<file path="config.mk">
export PLATFORM = sky130hd
export DESIGN_NAME = coef_readout_flat
export DESIGN_NICKNAME = d
export VERILOG_FILES = /design/src/rtl/coef_readout_if.sv /design/src/rtl/coef_readout.sv /design/src/flat_wrapper.sv
export SDC_FILE = /design/constraint.sdc
export NUM_CORES = 1
export LEC_CHECK = 0
export CORE_MARGIN = 5
export CORE_UTILIZATION = 62
export DETAILED_ROUTE_END_ITERATION = 8
export HOLD_SLACK_MARGIN = 0.02
export PLACE_DENSITY = 0.85
export SYNTH_ARGS = -nofsm -noshare
export SYNTH_HDL_FRONTEND = slang
export SYNTH_SLANG_ARGS = --single-unit
</file>
<file path="constraint.sdc">
create_clock -name clk -period 4 [get_ports clk]
set_input_delay 0.8 -clock clk [delete_from_list [all_inputs] [get_ports clk]]
set_output_delay 0.8 -clock clk [all_outputs]
set_load 0.01 [all_outputs]
</file>
<file path="src/rtl/coef_readout_if.sv">
// rtl/coef_readout_if.sv - 16-bit valid/ready word stream from the coefficient readout to the host FIFO.
interface coef_readout_if #(
  parameter int DATA_W = 16
);
  logic [DATA_W-1:0] dout;
  logic              dout_valid;
  logic              dout_ready;
  logic              dout_last;

  modport master (output dout, output dout_valid, output dout_last, input dout_ready);
  modport slave  (input dout, input dout_valid, input dout_last, output dout_ready);
endinterface

</file>
<file path="src/rtl/coef_readout.sv">
// rtl/coef_readout.sv - reads the 64x64 coefficient image out of ram2 as odd/even pairs
// and serialises it, even word first, onto a back-pressured 16-bit stream.
module coef_readout #(
  parameter int DATA_W     = 16,
  parameter int ADDR_W     = 12,
  parameter int WORDS      = 4096,
  parameter int RD_LAT     = 2,
  parameter int FIFO_DEPTH = 4
) (
  input  logic              clk,
  input  logic              rst_n,
  input  logic              end_flag,
  input  logic [DATA_W-1:0] ram_q_odd,
  input  logic [DATA_W-1:0] ram_q_even,
  output logic [ADDR_W-1:0] address_a_input,
  output logic [ADDR_W-1:0] address_b_input,
  coef_readout_if.master    dout_if,
  output logic              busy,
  output logic              done
);

  typedef enum logic [1:0] {S_IDLE, S_READ, S_DRAIN, S_DONE} state_e;

  localparam int PW = $clog2(FIFO_DEPTH);
  localparam int CW = $clog2(FIFO_DEPTH + RD_LAT + 1) + 1;
  localparam logic [ADDR_W-2:0] LAST_PAIR = (ADDR_W-1)'(WORDS/2 - 1);

  state_e              state_q, state_d;
  logic                end_flag_dly_q, end_flag_dly_d;
  logic [ADDR_W-2:0]   pair_idx_q, pair_idx_d, out_idx_q, out_idx_d, issue_idx;
  logic [ADDR_W-1:0]   addr_a_q, addr_a_d, addr_b_q, addr_b_d;
  logic [RD_LAT-1:0]   pipe_q, pipe_d;
  logic [2*DATA_W-1:0] mem_q [FIFO_DEPTH];
  logic [2*DATA_W-1:0] mem_d [FIFO_DEPTH];
  logic [PW-1:0]       wr_ptr_q, wr_ptr_d, rd_ptr_q, rd_ptr_d;
  logic [CW-1:0]       count_q, count_d, inflight;
  logic                phase_q, phase_d, busy_q, busy_d, done_q, done_d;
  logic                start, abort, credit, issue, push, pop, xfer, valid, last, fifo_full;

  always_comb begin
    inflight = '0;
    for (int i = 0; i < RD_LAT; i++) inflight = inflight + CW'(pipe_q[i]);
  end

  // Reads already in the RAM pipe count against FIFO space, so a capture never finds it full.
  assign credit    = (count_q + inflight) < CW'(FIFO_DEPTH);
  assign fifo_full = (count_q == CW'(FIFO_DEPTH));
  assign start     = (state_q == S_IDLE) && end_flag && !end_flag_dly_q;
  assign abort     = ((state_q == S_READ) || (state_q == S_DRAIN)) && !end_flag;
  assign issue     = start || ((state_q == S_READ) && end_flag && credit);
  assign issue_idx = start ? '0 : pair_idx_q;
  assign push      = pipe_q[RD_LAT-1];
  assign valid     = (count_q != '0);
  assign xfer      = valid && dout_if.dout_ready;
  assign pop       = xfer && phase_q;
  assign last      = valid && phase_q && (out_idx_q == LAST_PAIR);

  assign dout_if.dout       = !valid ? '0 :
                              (phase_q ? mem_q[rd_ptr_q][2*DATA_W-1:DATA_W] : mem_q[rd_ptr_q][DATA_W-1:0]);
  assign dout_if.dout_valid = valid;
  assign dout_if.dout_last  = last;
  assign address_a_input    = addr_a_q;
  assign address_b_input    = addr_b_q;
  assign busy               = busy_q;
  assign done               = done_q;

  always_comb begin
    state_d        = state_q;
    end_flag_dly_d = end_flag;
    pair_idx_d     = pair_idx_q;
    out_idx_d      = out_idx_q;
    addr_a_d       = addr_a_q;
    addr_b_d       = addr_b_q;
    pipe_d         = (pipe_q << 1) | RD_LAT'(issue);
    mem_d          = mem_q;
    wr_ptr_d       = wr_ptr_q;
    rd_ptr_d       = rd_ptr_q;
    phase_d        = phase_q;
    count_d        = count_q + CW'(push) - CW'(pop);

    if (issue) begin
      addr_b_d   = {issue_idx, 1'b0};
      addr_a_d   = {issue_idx, 1'b1};
      pair_idx_d = issue_idx + (ADDR_W-1)'(1);
    end
    if (push) begin
      mem_d[wr_ptr_q] = {ram_q_odd, ram_q_even};
      wr_ptr_d        = wr_ptr_q + PW'(1);
    end
    if (xfer) phase_d = ~phase_q;
    if (pop) begin
      rd_ptr_d  = rd_ptr_q + PW'(1);
      out_idx_d = out_idx_q + (ADDR_W-1)'(1);
    end

    case (state_q)
      S_IDLE: if (start) begin
        state_d   = (issue_idx == LAST_PAIR) ? S_DRAIN : S_READ;
        out_idx_d = '0;
      end
      S_READ:  if (issue && (pair_idx_q == LAST_PAIR)) state_d = S_DRAIN;
      S_DRAIN: if (xfer && last) state_d = S_DONE;
      S_DONE:  if (!end_flag) state_d = S_IDLE;
      default: state_d = S_IDLE;
    endcase

    if (abort) begin
      state_d   = S_IDLE;
      pipe_d    = '0;
      wr_ptr_d  = '0;
      rd_ptr_d  = '0;
      count_d   = '0;
      phase_d   = 1'b0;
      out_idx_d = '0;
    end

    busy_d = (state_d == S_READ) || (state_d == S_DRAIN);
    done_d = (state_d == S_DONE);
  end

  // end_flag history resets high so a level still held across reset is not taken as a new start.
  always_ff @(posedge clk or negedge rst_n) begin
    if (!rst_n) begin
      state_q        <= S_IDLE;
      end_flag_dly_q <= 1'b1;
      pair_idx_q     <= '0;
      out_idx_q      <= '0;
      addr_a_q       <= '0;
      addr_b_q       <= '0;
      pipe_q         <= '0;
      for (int i = 0; i < FIFO_DEPTH; i++) mem_q[i] <= '0;
      wr_ptr_q       <= '0;
      rd_ptr_q       <= '0;
      count_q        <= '0;
      phase_q        <= 1'b0;
      busy_q         <= 1'b0;
      done_q         <= 1'b0;
    end else begin
      state_q        <= state_d;
      end_flag_dly_q <= end_flag_dly_d;
      pair_idx_q     <= pair_idx_d;
      out_idx_q      <= out_idx_d;
      addr_a_q       <= addr_a_d;
      addr_b_q       <= addr_b_d;
      pipe_q         <= pipe_d;
      mem_q          <= mem_d;
      wr_ptr_q       <= wr_ptr_d;
      rd_ptr_q       <= rd_ptr_d;
      count_q        <= count_d;
      phase_q        <= phase_d;
      busy_q         <= busy_d;
      done_q         <= done_d;
    end
  end

  a_no_push_full: assert property (@(posedge clk) disable iff (!rst_n) !(push && fifo_full && !pop));

endmodule
</file>
<file path="src/flat_wrapper.sv">
// flat-port wrapper written by rule: the top's interface ports become plain ports
module coef_readout_flat 
#(
  parameter int DATA_W     = 16,
  parameter int ADDR_W     = 12,
  parameter int WORDS      = 4096,
  parameter int RD_LAT     = 2,
  parameter int FIFO_DEPTH = 4
)
  (clk, rst_n, end_flag, ram_q_odd, ram_q_even, address_a_input, address_b_input, busy, done, dout_if_dout, dout_if_dout_valid, dout_if_dout_last, dout_if_dout_ready);
  coef_readout_if #(.DATA_W(DATA_W)) dout_if_i ();
  input  logic clk;
  input  logic rst_n;
  input  logic end_flag;
  input  logic [DATA_W-1:0] ram_q_odd;
  input  logic [DATA_W-1:0] ram_q_even;
  output logic [ADDR_W-1:0] address_a_input;
  output logic [ADDR_W-1:0] address_b_input;
  output logic busy;
  output logic done;
  output wire logic [$bits(dout_if_i.dout)-1:0] dout_if_dout;
  output wire logic [$bits(dout_if_i.dout_valid)-1:0] dout_if_dout_valid;
  output wire logic [$bits(dout_if_i.dout_last)-1:0] dout_if_dout_last;
  input wire logic [$bits(dout_if_i.dout_ready)-1:0] dout_if_dout_ready;
  assign dout_if_dout = dout_if_i.dout;
  assign dout_if_dout_valid = dout_if_i.dout_valid;
  assign dout_if_dout_last = dout_if_i.dout_last;
  assign dout_if_i.dout_ready = dout_if_dout_ready;
  coef_readout #(.DATA_W(DATA_W), .ADDR_W(ADDR_W), .WORDS(WORDS), .RD_LAT(RD_LAT), .FIFO_DEPTH(FIFO_DEPTH)) u_core (.clk(clk), .rst_n(rst_n), .end_flag(end_flag), .ram_q_odd(ram_q_odd), .ram_q_even(ram_q_even), .address_a_input(address_a_input), .address_b_input(address_b_input), .dout_if(dout_if_i), .busy(busy), .done(done));
endmodule
</file>
==> metrics.md, run 1 <==
| Metric | Value |
|---|---|
| Vias | 5,302 |
| Yosys reg bits | 178 |
| Final setup viols | 0 |
| Worst setup margin | 0.741 ns |
| Leak pwr | 4.11 nW |
| NumNets Final | 744 |
| FF-to-FF Start | u_core.count_q[2]$_DFF_PN0_ |
| DRC violations left | 0 |
| Commonest non-fill, non-tap cell in the layout | dfrtp_1 |
| Critical Path RT | 3.20 ns |
| Post-Syn Instances | 628 |
| Final period utilization | 81.5% |
| Most frequent cells in the layout | dfrtp_1 (176), mux2_2 (130), clkdlybuf4s50_1 (77), nand2_1 (37), mux4_2 (32) |
| WHS | 0.359 ns |
| Worst slew pin tran | 0.954 ns |
| Arrival time at the worst endpoint | 2.46 ns |
| Synthesized area | 0.00843 mm2 |
| Worst-case reg-to-reg path depth | 13 |
| CTS tree | built |
| First drt pass iteration count | 5 |
| CP Capture Type | output pin |
| Clk sinks | 178 |
| Top cell type's share of synthesized area | 52.6% |
| Slew Viols, Final | 0 |
| IO Port Bufs | 78 |
| Gp weighted congestion | 0.839 |
| Rows | 42 |
| Syn_nets | 684 |
| TritonCTS Buffers | 17 |
| RSZ-0062 raised after global routing | no |
| Setup_tns | 0 ns |
| Vias in the first global route | 5,898 |
| FF-to-FF setup slack | 1.25 ns |
| Core area | 0.0133 mm2 |
| Maximum vdd drop | 0.000620 V |
| Area Growth Syn to Fin | 17.4% |
| Share of total power in sequential cells | 38.2% |
| Via density | 6.05 |
| Routed Antenna Nets | 0 |
| Switching portion of total power | 31.6% |
| Part of the Yosys area used for sequential elements | 52.9% |
| Clock Power Share | 21.5% |
| PostCTS Resize Cnt | 0 |
| Chip width | 127 um |
| Distinct cells, synth | 52 |
| Comb power frac | 40.4% |
| Synth warn | 0 |
| Drt initial violations | 332 |
| Total of fill cells in the finished design | 809 |
| R2R Path End | u_core.count_q[2]$_DFF_PN0_ |
| Post-synth EDFFs | 0 |
| Starting Density | 63.4% |
| Worst Setup SP | u_core.rd_ptr_q[0]$_DFFE_PN0P_ |
| GRT Util Overall | 23.4% |
| Worst slack at placement | 0.943 ns |
| H-tree Lvls | 4 |
| HP Class | in2async |
| Worst-skew pair later-pin latency | 0.43 ns |
| Synth area leader | dfrtp_1 |
| Hold Buf Count CTS | 0 |
| Leading post-synthesis cells by cell area | dfrtp_1 (53%), mux2_2 (17%), mux4_2 (8.6%) |
| Outcome | finished, final reports clean |
| Max Fanout on Critical Path | 32 |
| Share of cells above drive strength 1 | 30.7% |
| Detail Placement HPWL | 11.5 mm |
| Clock-pin slew on the worst setup and hold paths | 0.06 ns |
| CP Class | reg2out |
| Final Skew | 0.00746 ns |
| Clock Path Buffers | 2 |
| Ant. Diodes | 0 |
| Avg WL per Cell | 20.2 um |
| Post-route minimum period | 3.26 ns |
| CTS root buf | clkbuf_16 |
| Post-CTS setup buffers | 0 |
| Syn_area_per_cell | 13.4 um2 |
| Max transition margin | 36.1% |
| Die area | 0.0160 mm2 |
| Pin count of the biggest net entering global routing | 65 |
| Max Freq | 307 MHz |
| Power density over the cells | 796 mW/mm2 |
| Ys flop type | dfrtp_1 |
| Die height | 127 um |
| First-pass GRT wire length | 29.8 mm |
| Int Pwr | 0.00538 W |
| Worst setup SP type | flip-flop |
| Initial antenna violation count | 0 |
| Final Hold Viols | 0 |
| Switching power total | 0.00249 W |
| DRT Wirelength | 17.7 mm |
| Number of I/O pins | 80 |
| GRT overflow | 0 |
| Async SR Flop Fraction | 100% |
| Max_cap viols | 0 |
## state kept, by name (all words and copies together) (netlist names)
register and cells:
u_core.pair_idx_q 11, u_core.done 1, u_core.mem_q 128, u_core.busy 1, u_core.count_q 4, u_core.pipe_q 2, u_core.wr_ptr_q 2, u_core.state_q 2
u_core.out_idx_q 11, u_core.phase_q 1, u_core.end_flag_dly_q 1, u_core.address_a_input 12, u_core.rd_ptr_q 2
## cell type report
cell class                 count  area [um2]  share of cell area (%)
clock buffer                  20         447                    4.52
inverter                      14        52.6                   0.531
clock inverter                11         153                    1.54
multi-input combinational    389        3690                    37.3
sequential                   178        4460                    45.1
tap                          176         220                    2.23
timing repair buffer          88         870                    8.79
## worst max-delay path by stage
| stage | endpoint | cells after the start |
|---|---|---|
| global route | dout_if_dout[9] | 5 |
| floorplan | u_core.count_q[2]$_DFF_PN0_ | 9 |
| finish | dout_if_dout[5] | 5 |
| detailed placement | u_core.count_q[3]$_DFF_PN0_ | 11 |
| CTS | dout_if_dout[5] | 5 |
| global placement | u_core.count_q[2]$_DFF_PN0_ | 10 |
## power groups by stage
stage	Combinational (W)	Clock [W]	Sequential [W]
finish	0.00318	0.00169	0.00301
global route	0.00347	0.00180	0.00309
global placement	0.00307	0	0.00293
detailed placement	0.00318	0	0.00302
CTS	0.00322	0.00171	0.00300
floorplan	0.00219	0	0.00285
## synthesized netlist by cell type (2+ instances only)
library cell,instances
buf_2,7
and3_1,2
nand2_1,41
inv_1,14
a2111oi_0,2
buf_1,12
mux2i_1,18
dfrtp_1,177
and4_1,3
nor4_1,2
nor4b_1,2
xnor2_1,9
nand4_1,7
ha_1,19
o21ai_0,8
or4_1,4
nand3_1,7
or3_1,9
nor2_1,30
clkbuf_1,14
nor2b_1,4
and2_1,3
buf_4,13
xor2_1,4
mux4_2,32
mux2_2,130
a21oi_1,27
o31ai_1,4
## worst max-delay path, stage by stage (launching register included)
cell and delay [ns]:
dfrtp_2 0.41, buf_12 0.27, mux4_2 0.55, mux2i_1 0.22, nor2_1 0.07, clkdlybuf4s50_1 0.49
## kinds of logic after synthesis
group | synth area share [%]
compound gates | 3.79
xor+xnor | 1.35
fa+ha+maj | 3.06
buf+inv | 3.49
flops | 52.9
mux | 28.1
other cells | 0.0445
simple gates | 7.35
## metal layers
layer / up-vias / wire length, um / GRT usage [%]
li1: 2384 / - / -
met1: 2767 / 7100 / 28.8
met2: 125 / 9500 / 40.8
met3: 26 / 812 / 6.14
met4: 0 / 265 / 7.19
met5: - / 0 / 0
## stage by stage
step | std cells | utilization [%] | power, W | cell area, um2
5_1_grt | 876 | 74.4 | 0.00835 | 9890
2_1_floorplan | 628 | - | 0.00504 | 8430
3_3_place_gp | 845 | 69.9 | 0.00600 | 9290
6_report | 876 | 74.4 | 0.00787 | 9890
3_5_place_dp | 845 | 69.9 | 0.00620 | 9290
4_1_cts | 876 | 74.4 | 0.00793 | 9890
Power figures use the tool's default switching activity.
==> run 2: changes to the inputs <==
--- a/config.mk
+++ b/config.mk
@@ -6,10 +6,10 @@
 export NUM_CORES = 1
 export LEC_CHECK = 0
 export CORE_MARGIN = 5
-export CORE_UTILIZATION = 62
+export CORE_UTILIZATION = 52
 export DETAILED_ROUTE_END_ITERATION = 8
 export HOLD_SLACK_MARGIN = 0.02
-export PLACE_DENSITY = 0.85
+export PLACE_DENSITY = 0.76
 export SYNTH_ARGS = -nofsm -noshare
 export SYNTH_HDL_FRONTEND = slang
 export SYNTH_SLANG_ARGS = --single-unit
==> constraint.sdc (replaced) <==
create_clock -name clk -period 2.9 [get_ports clk]
set_input_delay 0.58 -clock clk [delete_from_list [all_inputs] [get_ports clk]]
set_output_delay 0.58 -clock clk [all_outputs]
set_load 0.01 [all_outputs]
==> metrics.md, run 2 (synthesized netlist as in run 1, its figures left out) <==
| Metric | Value |
|---|---|
| Detail Placement HPWL | 11.8 mm (+3.0%) |
| Final period utilization | 96.1% |
| Critical Path RT | 2.32 ns (-0.88 ns) |
| Max_cap viols | 0 (unchanged) |
| Worst setup SP type | flip-flop |
| Comb power frac | 41.2% (+0.8 points) |
| Post-route minimum period | 2.79 ns |
| Leak pwr | 4.33 nW (+5.5%) |
| Hold Buf Count CTS | 0 (unchanged) |
| Via density | 5.75 (-5.1%) |
| DRT Wirelength | 18.1 mm (+2.5%) |
| CTS tree | built |
| Setup_tns | 0 ns (unchanged) |
| Total of fill cells in the finished design | 1,142 (+41%) |
| GRT Util Overall | 20.8% (-2.7 points) |
| First-pass GRT wire length | 30.2 mm (+1.5%) |
| Max FFs per register | 128 (unchanged) |
| Most frequent cells in the layout | dfrtp_1 (176), mux2_2 (130), clkdlybuf4s50_1 (61), nand2_1 (41), mux4_2 (32) |
| Max Fanout on Critical Path | 11 (-66%) |
| Worst-skew pair later-pin latency | 0.43 ns (about the same) |
| Dpl cells | 897 (+6.2%) |
| Max transition margin | 48.7% (+13 points) |
| Multi-input logic area | 0.00369 mm2 (-0.10%) |
| Int Pwr | 0.00739 W (+37%) |
| Area Growth Syn to Fin | 21.1% |
| Rows | 46 (+9.5%) |
| Pin count of the biggest net entering global routing | 84 (+29%) |
| TritonCTS Buffers | 17 (unchanged) |
| RSZ-0062 raised after global routing | no |
| Routed Antenna Nets | 0 (unchanged) |
| Share of cells above drive strength 1 | 33.1% (+2.4 points) |
| Commonest non-fill, non-tap cell in the layout | dfrtp_1 |
| Ant. Diodes | 0 (unchanged) |
| First drt pass iteration count | 5 (unchanged) |
| Final setup viols | 0 (unchanged) |
| Drt initial violations | 266 (-20%) |
| Avg WL per Cell | 19.2 um (-4.9%) |
| Clk sinks | 178 (unchanged) |
| NumNets Final | 771 (+3.6%) |
| Clock Path Buffers | 2 (unchanged) |
| CP Class | reg2out |
| Vias in the first global route | 5,891 (-0.12%) |
| CTS root buf | clkbuf_16 |
| Core area | 0.0159 mm2 (+19%) |
| Die height | 137 um (+8.5%) |
| CP Capture Type | output pin |
| Layout Cells excl Fill | 944 (+7.8%) |
| Number of I/O pins | 80 (unchanged) |
| Slew Viols, Final | 0 (unchanged) |
| H-tree Lvls | 4 (unchanged) |
| Die area | 0.0189 mm2 (+18%) |
| Outcome | finished, final reports clean |
| Initial antenna violation count | 1 (+1) |
| Final Skew | 0.00948 ns (+0.00202 ns) |
| Maximum vdd drop | 0.000770 V (+24%) |
| Arrival time at the worst endpoint | 2.21 ns (-0.25 ns) |
| GRT overflow | 0 (unchanged) |
| Clock-pin slew on the worst setup and hold paths | 0.07 ns (about the same) |
| HP Class | in2async |
| Gp weighted congestion | 0.797 (-4.9%) |
| Worst slew pin tran | 0.770 ns (-0.184 ns) |
| IO Port Bufs | 78 (unchanged) |
| Clock Power Share | 20.8% (-0.7 points) |
| Storage cell area | 0.00446 mm2 (unchanged) |
| DRC violations left | 0 (unchanged) |
| Largest reg by FF count | u_core.mem_q |
| Switching power total | 0.00351 W (+41%) |
| Switching portion of total power | 32.2% (+0.59 points) |
| Chip width | 137 um (+8.5%) |
| Power density over the cells | 1070 mW/mm2 (+34%) |
| Vias | 5,424 (+2.3%) |
| Share of total power in sequential cells | 38.0% (-0.2 points) |
| Starting Density | 53.1% (-10 points) |
| Final Hold Viols | 0 (unchanged) |
| Max Freq | 359 MHz |
[run 2: critical path, cell delays in order, from the launching register on]
cell and delay (ns):
dfrtp_2 0.43, buf_4 0.16, buf_16 0.14, buf_4 0.15, mux4_2 0.42, mux2i_1 0.14, nor2_1 0.06, dlygate4sd2_1 0.28
[run 2: final timing paths]
check	from	cells after the start	endpoint	slack (ns)
worst max-delay path	u_core.rd_ptr_q[0]$_DFFE_PN0P_	7	dout_if_dout[13]	0.11
worst min-delay path	rst_n	1	u_core.mem_q[112]$_DFFE_PN0P_	0.19
worst max register to register	u_core.count_q[2]$_DFF_PN0_	12	u_core.count_q[2]$_DFF_PN0_	0.35
worst min register to register	u_core.address_a_input[0]$_DFFE_PN0P_	1	u_core.address_a_input[0]$_DFFE_PN0P_	0.48
max in group asynchronous	rst_n	2	u_core.mem_q[54]$_DFFE_PN0P_	1.86
min in group clk	u_core.address_a_input[0]$_DFFE_PN0P_	1	u_core.address_a_input[0]$_DFFE_PN0P_	0.48
[run 2: stage by stage]
step                      util [%]  power [W]  instance area (um2)  setup slack [ns]  hold slack, ns
after floorplan                  -    0.00696                 8430             0.538           0.284
after global placement        59.6    0.00839                 9470             0.264           0.456
after detailed placement      59.6    0.00865                 9470             0.165           0.473
after CTS                     63.9     0.0109                10100          0.000779           0.231
after global routing          64.3     0.0116                10200           0.00200           0.269
final                         64.3     0.0109                10200             0.113           0.195
[run 2: power groups by stage]
stage	registers, W	clock network [W]	logic, W
4_1_cts	0.00413	0.00231	0.00451
3_5_place_dp	0.00416	0	0.00449
2_1_floorplan	0.00394	0	0.00302
5_1_grt	0.00425	0.00243	0.00491
6_report	0.00413	0.00227	0.00449
3_3_place_gp	0.00404	0	0.00435
[run 2: final cells by class]
| cell class | count | share of cell area (%) |
|---|---|---|
| Sequential cell | 178 | 43.7 |
| Multi-Input combinational cell | 389 | 36.1 |
| Timing Repair Buffer | 115 | 11.3 |
| Clock buffer | 20 | 4.57 |
| Tap cell | 216 | 2.65 |
| Clock inverter | 12 | 1.19 |
| Inverter | 14 | 0.515 |
[run 2: metal layers]
metal	share of wire, %	global-route usage, %	up-vias	routed length (um)
met2	52	35.9	111	9450
met1	42	26.6	2863	7690
met4	1.1	4.93	2	199
met3	4.3	5.08	21	774
met5	0.072	0	-	13
li1	-	-	2427	-
[run 2: repair_timing]
item,CTS,global route
endpoints found under the setup margin,16,6
gates cloned,2,0
gates resized for setup,14,5
pin swaps,0,0
buffers inserted,7,6
